==> config.mk <==
export PLATFORM = sky130hd
export DESIGN_NAME = alu_result_stage
export DESIGN_NICKNAME = d
export VERILOG_FILES = /design/src/rtl/alu_pkg.sv /design/src/rtl/alu_flag_gen.sv /design/src/rtl/alu_result_stage.sv
export SDC_FILE = /design/constraint.sdc
export NUM_CORES = 1
export LEC_CHECK = 0
export CORE_ASPECT_RATIO = 0.5
export CORE_MARGIN = 1.5
export CORE_UTILIZATION = 31
export CTS_CLUSTER_DIAMETER = 60
export CTS_CLUSTER_SIZE = 16
export DETAILED_ROUTE_END_ITERATION = 10
export PLACE_DENSITY_LB_ADDON = 0.12
export SLEW_MARGIN = 10
export SYNTH_ARGS = -nofsm -noshare
export SYNTH_HDL_FRONTEND = slang
export SYNTH_SLANG_ARGS = --single-unit
==> constraint.sdc <==
create_clock -name clk -period 3 [get_ports clk]
set_clock_uncertainty 0.1 [all_clocks]
set_input_delay 0.6 -clock clk [delete_from_list [all_inputs] [get_ports clk]]
set_output_delay 0.6 -clock clk [all_outputs]
set_load 0.1 [all_outputs]
==> src/rtl/alu_pkg.sv <==
// Shared types for the ALU result stage: flag struct, flag bit positions, buffer states.
// Latency: none (type definitions only).
// Backpressure: not applicable.
package alu_pkg;

   // Bit positions of each flag in the packed 4-bit {N,Z,C,V} word.
   localparam int FLAG_N = 3;
   localparam int FLAG_Z = 2;
   localparam int FLAG_C = 1;
   localparam int FLAG_V = 0;

   typedef struct packed {
      logic n;
      logic z;
      logic c;
      logic v;
   } alu_flags_t;

   typedef enum logic [1:0] {
      ST_EMPTY = 2'd0,
      ST_ONE   = 2'd1,
      ST_FULL  = 2'd2
   } state_t;

endpackage

==> src/rtl/alu_flag_gen.sv <==
// Derives {N,Z,C,V} from an upstream ALU/shifter result.
// Latency: combinational.
// Backpressure: none.
// Ports: result_i (N bits), overflow_i, carry_i -> flags_o[3:0] = {N,Z,C,V}.
module alu_flag_gen
   import alu_pkg::*;
#(
   parameter int N = 8
) (
   input  logic [N-1:0] result_i,
   input  logic         overflow_i,
   input  logic         carry_i,
   output logic [3:0]   flags_o
);

   always_comb begin
      flags_o         = '0;
      flags_o[FLAG_N] = result_i[N-1];
      flags_o[FLAG_Z] = (result_i == '0);
      flags_o[FLAG_C] = carry_i;
      flags_o[FLAG_V] = overflow_i;
   end

endmodule

==> src/rtl/alu_result_stage.sv <==
// Two-entry in-order result buffer that attaches {N,Z,C,V} flags at push time.
// Latency: 1 cycle from push to out_valid when empty.
// Backpressure: in_ready drops when both entries are held; outputs hold while out_ready is low.
//
// Ports:
//   clk, rst                      - clock, async active-high reset
//   in_valid/in_ready             - upstream handshake; in_result, in_overflow, in_carry payload
//   out_valid/out_ready           - downstream handshake; out_result, out_flags {N,Z,C,V}
//   clr_sticky, sticky_v          - sticky overflow clear / indicator
// Build option: STICKY_OVF_EN enables the sticky overflow latch; otherwise sticky_v is tied low.
module alu_result_stage
   import alu_pkg::*;
#(
   parameter int N = 8
) (
   input  logic         clk,
   input  logic         rst,
   input  logic         in_valid,
   output logic         in_ready,
   input  logic [N-1:0] in_result,
   input  logic         in_overflow,
   input  logic         in_carry,
   output logic         out_valid,
   input  logic         out_ready,
   output logic [N-1:0] out_result,
   output logic [3:0]   out_flags,
   input  logic         clr_sticky,
   output logic         sticky_v
);

   state_t       state_q, state_d;
   logic [N-1:0] head_res_q, head_res_d;
   logic [N-1:0] tail_res_q, tail_res_d;
   alu_flags_t   head_flg_q, head_flg_d;
   alu_flags_t   tail_flg_q, tail_flg_d;
   logic [3:0]   new_flags_raw;
   alu_flags_t   new_flags;
   logic         push;
   logic         pop;

   alu_flag_gen #(.N(N)) u_flag_gen (
      .result_i   (in_result),
      .overflow_i (in_overflow),
      .carry_i    (in_carry),
      .flags_o    (new_flags_raw)
   );

   assign new_flags = alu_flags_t'(new_flags_raw);

   // Handshake signals come from registered state only, so there is no
   // combinational path from out_ready to in_ready.
   assign in_ready  = (state_q != ST_FULL);
   assign out_valid = (state_q != ST_EMPTY);
   assign push      = in_valid & in_ready;
   assign pop       = out_valid & out_ready;

   // Head is always the entry on the output; tail only exists in FULL.
   always_comb begin
      state_d    = state_q;
      head_res_d = head_res_q;
      head_flg_d = head_flg_q;
      tail_res_d = tail_res_q;
      tail_flg_d = tail_flg_q;
      case (state_q)
         ST_EMPTY: begin
            if (push) begin
               state_d    = ST_ONE;
               head_res_d = in_result;
               head_flg_d = new_flags;
            end
         end
         ST_ONE: begin
            if (push && pop) begin
               // Head leaves and the new result replaces it in the same cycle.
               head_res_d = in_result;
               head_flg_d = new_flags;
            end else if (push) begin
               state_d    = ST_FULL;
               tail_res_d = in_result;
               tail_flg_d = new_flags;
            end else if (pop) begin
               state_d = ST_EMPTY;
            end
         end
         ST_FULL: begin
            if (pop) begin
               state_d    = ST_ONE;
               head_res_d = tail_res_q;
               head_flg_d = tail_flg_q;
            end
         end
         default: state_d = ST_EMPTY;
      endcase
   end

   always_ff @(posedge clk or posedge rst) begin
      if (rst) begin
         state_q    <= ST_EMPTY;
         head_res_q <= '0;
         head_flg_q <= '0;
         tail_res_q <= '0;
         tail_flg_q <= '0;
      end else begin
         state_q    <= state_d;
         head_res_q <= head_res_d;
         head_flg_q <= head_flg_d;
         tail_res_q <= tail_res_d;
         tail_flg_q <= tail_flg_d;
      end
   end

   // Stale head contents are masked so an empty stage always shows zeros.
   assign out_result = out_valid ? head_res_q : '0;
   assign out_flags  = out_valid ? head_flg_q : 4'b0000;

`ifdef STICKY_OVF_EN
   logic sticky_q, sticky_d;

   // A popped overflow wins over a simultaneous clear so no event is lost.
   always_comb begin
      sticky_d = sticky_q;
      if (pop && head_flg_q.v) begin
         sticky_d = 1'b1;
      end else if (clr_sticky) begin
         sticky_d = 1'b0;
      end
   end

   always_ff @(posedge clk or posedge rst) begin
      if (rst) begin
         sticky_q <= 1'b0;
      end else begin
         sticky_q <= sticky_d;
      end
   end

   assign sticky_v = sticky_q;
`else
   logic unused_clr_sticky;
   assign unused_clr_sticky = clr_sticky;
   assign sticky_v          = 1'b0;
`endif

endmodule
==> qor.csv <==
stage;metric;value;unit
logic_synthesis;Mapped Avg Cell Area;12.9;um2
final_layout;Reg area;601;um2
cts;clk_lat worst skew;0.27;ns
logic_synthesis;Mapped Area;1240;um2
cts;postcts setup bufs;0;
cts;CTS Root Cell;clkbuf_8;
setup_path;R2R Setup Slk;1.28;ns
setup_path;Reg2Reg Capture Point;head_res_q[0];
setup_path;Worst R2R Start;state_q[1];
setup_path;Reg2Reg Depth;4;
final_layout;nets;139;
floorplan;core area;3860;um2
power;VDD IR max;0.217;mV
setup_path;worst setup path startpoint;state_q[0];
power;Lkg Pwr;0.663;nW
final_layout;Synth-to-Final Area Change;25.5;%
setup_path;critical path class;register to primary output;
sta;Post-Route Setup TNS;0;ns
global_routing;remaining global-route overflow;0;
routing;routed wire length;2420;um
cts;clock sink count;24;
logic_synthesis;FF+latch count, synth;24;
placement;Placer Congestion;0.631;
floorplan;Rows;16;
routing;DR iter-0 viols;12;
run_status;outcome;completed;
sta;Slew Viols, Final;0;
routing;drt wl/cell;13.7;um
routing;drt via density;4.46;
power;Power Total;0.00141;W
floorplan;Die Area;4420;um2
final_layout;antenna cells;0;
global_routing;GRT Total Usage;0.123;
setup_path;Worst EP required;2.30;ns
floorplan;Ports;30;
sta;final hold vios;0;
final_layout;post-route cell area;1560;um2
routing;DRT Pass-1 Iters;3;
cts;CTS tree;done;
cts;CTS Buf Count;3;
hold_path;hold crit path type;register to register;
cts;CTS max path bufs;2;
sta;minimum clock period;2.38;ns
sta;RSZ-0062 raised after global routing;false;
placement;DPL Wire Length;1700;um
logic_synthesis;Post-Syn Instances;96;
setup_path;Critical Path Sink;out_flags[1];
sta;final cycle utilization of the critical path;0.794;
setup_path;Setup crit end kind;primary output;
routing;Vias;785;
setup_path;startpoint types;register;
logic_synthesis;syn_nets;111;
final_layout;Fillers;378;
global_routing;first-pass GRT wire length;3860;um
global_routing;number of global-route vias before repair;745;
sta;Finish-stage setup viols;0;
floorplan;Chip Width;92.5;um
final_layout;fraction of layout cells with a size suffix above 1;0.426;
cts;cts hold-fix bufs;0;
power;Pwr per Cell Area;902;nW/um2
floorplan;Die Y;47.8;um
setup_path;largest fanout on the critical path;8;
logic_synthesis;yosys warns;0;
placement;area of placed instances;1520;um2
cts;H-tree levels;1;
logic_synthesis;register area share after synthesis;0.483;
final_layout;fin util;0.403;
sta;f_max;0.420;GHz
placement;Port Buf Inserts;27;
logic_synthesis;Unique masters post-synth;27;
setup_path;crit path DAT;1.68;ns
cts;PostCTS Resize Cnt;0;
floorplan;Initial Utilization;0.322;
cts;clock-pin slew on the worst setup and hold paths;0.08;ns
routing;DRC errors left;0;
global_routing;initial antenna violation count;0;
routing;Routed Antenna Nets;0;
run;Max-Cap Viols;0;
global_routing;largest net degree at the start of global routing;25;
final_layout;combined area of the multi-input logic cells;574;um2
==> kinds of logic (layout without fill, tap and decap cells) <==
logic type	count (synthesis)	count (layout)	share of synthesized area
other cells	1	1	0.00302
buf+inv	11	37	0.0564
flops	24	24	0.483
compound gates	7	7	0.0363
simple gates	22	22	0.123
mux	31	31	0.298
==> through the flow <==
step	instances	worst slack [ns]	hold slack, ns
2_1_floorplan	96	0.197	0.372
3_3_place_gp	173	0.665	0.382
3_5_place_dp	173	0.658	0.388
4_1_cts	176	0.595	0.410
5_1_grt	176	0.522	0.421
6_report	176	0.617	0.405
==> layout make-up <==
| cell class | count | share of cell area |
|---|---|---|
| clock buffer | 3 | 0.0265 |
| timing repair buffer | 30 | 0.165 |
| sequential | 24 | 0.385 |
| tap | 54 | 0.0433 |
| multi-input combinational | 61 | 0.368 |
| inverter | 4 | 0.0112 |
==> cell usage after synthesis <==
cell	n	area, um2
dfrtp_1	24	601
mux2_2	21	236
nor2b_1	11	68.8
mux2_4	6	90.1
buf_4	5	37.5
inv_1	3	11.3
mux2_1	3	33.8
nand3_1	2	10.0
nand3b_1	2	15.0
nor4_1	2	12.5
a21oi_1	1	5.00
a2bb2oi_1	1	8.76
and4bb_2	1	12.5
buf_6	1	11.3
clkbuf_1	1	3.75
conb_1	1	3.75
inv_4	1	6.26
mux2i_1	1	10.0
nor2_1	1	3.75
nor2b_4	1	13.8
nor3b_1	1	7.51
o211ai_1	1	7.51
o21ai_0	1	5.00
o21ai_1	1	5.00
o21bai_1	1	7.51
o22ai_1	1	6.26
or3b_2	1	8.76
==> report_power, final <==
part / switching, W / internal [W] / total, W
Combinational: 0.000504 / 0.000232 / 0.000736
Sequential: 0.0000541 / 0.000428 / 0.000482
Clock: 0.0000993 / 0.0000898 / 0.000189
==> layout by cell type, fill, tap and decap left out <==
cell / netlist / layout
a21oi_1: 1 / 1
a2bb2oi_1: 1 / 1
or3b_2: 1 / 1
dfrtp_1: 24 / 24
o21bai_1: 1 / 1
clkdlybuf4s50_1: 0 / 13
o211ai_1: 1 / 1
and4bb_2: 1 / 1
clkbuf_8: 0 / 3
o21ai_1: 1 / 1
inv_1: 3 / 3
nor2b_2: 0 / 1
mux2_1: 3 / 3
inv_4: 1 / 1
o21ai_0: 1 / 1
nor3b_1: 1 / 1
nor2_1: 1 / 1
mux2i_1: 1 / 1
buf_4: 5 / 17
nor4_1: 2 / 2
nand3_1: 2 / 2
nor2b_1: 11 / 10
mux2_4: 6 / 6
mux2_2: 21 / 21
o22ai_1: 1 / 1
nand3b_1: 2 / 2
conb_1: 1 / 1
nor2b_4: 1 / 1
==> flip-flops by register name (all words and copies together) (netlist names) <==
signal / count
head_res_q: 7
tail_res_q: 7
state_q: 2
tail_flg_q: 4
head_flg_q: 4
==> how the worst min path moves through the flow <==
| stage | from | endpoint | slack, ns | depth (start not counted) |
|---|---|---|---|---|
| 2_1_floorplan | head_flg_q[3] | head_flg_q[3] | 0.37 | 1 |
| 3_3_place_gp | head_res_q[1] | head_res_q[1] | 0.38 | 1 |
| 3_5_place_dp | head_res_q[6] | head_res_q[6] | 0.39 | 1 |
| 4_1_cts | head_flg_q[1] | head_flg_q[1] | 0.41 | 1 |
| 5_1_grt | tail_res_q[3] | tail_res_q[3] | 0.42 | 1 |
| 6_report | head_flg_q[1] | head_flg_q[1] | 0.41 | 1 |
==> critical path, stage by stage (launching register included) <==
cell and delay (ns):
dfrtp_1 0.48, nor2_1 0.39, buf_4 0.25, nor2b_1 0.06, buf_4 0.23
==> routing by layer <==
metal,share of wire,GRT usage
met3,0.048,0.0476
met4,0.014,0.0554
met2,0.42,0.169
met1,0.52,0.171
met5,0,0
No activity file was read; power rests on OpenSTA's default activity.
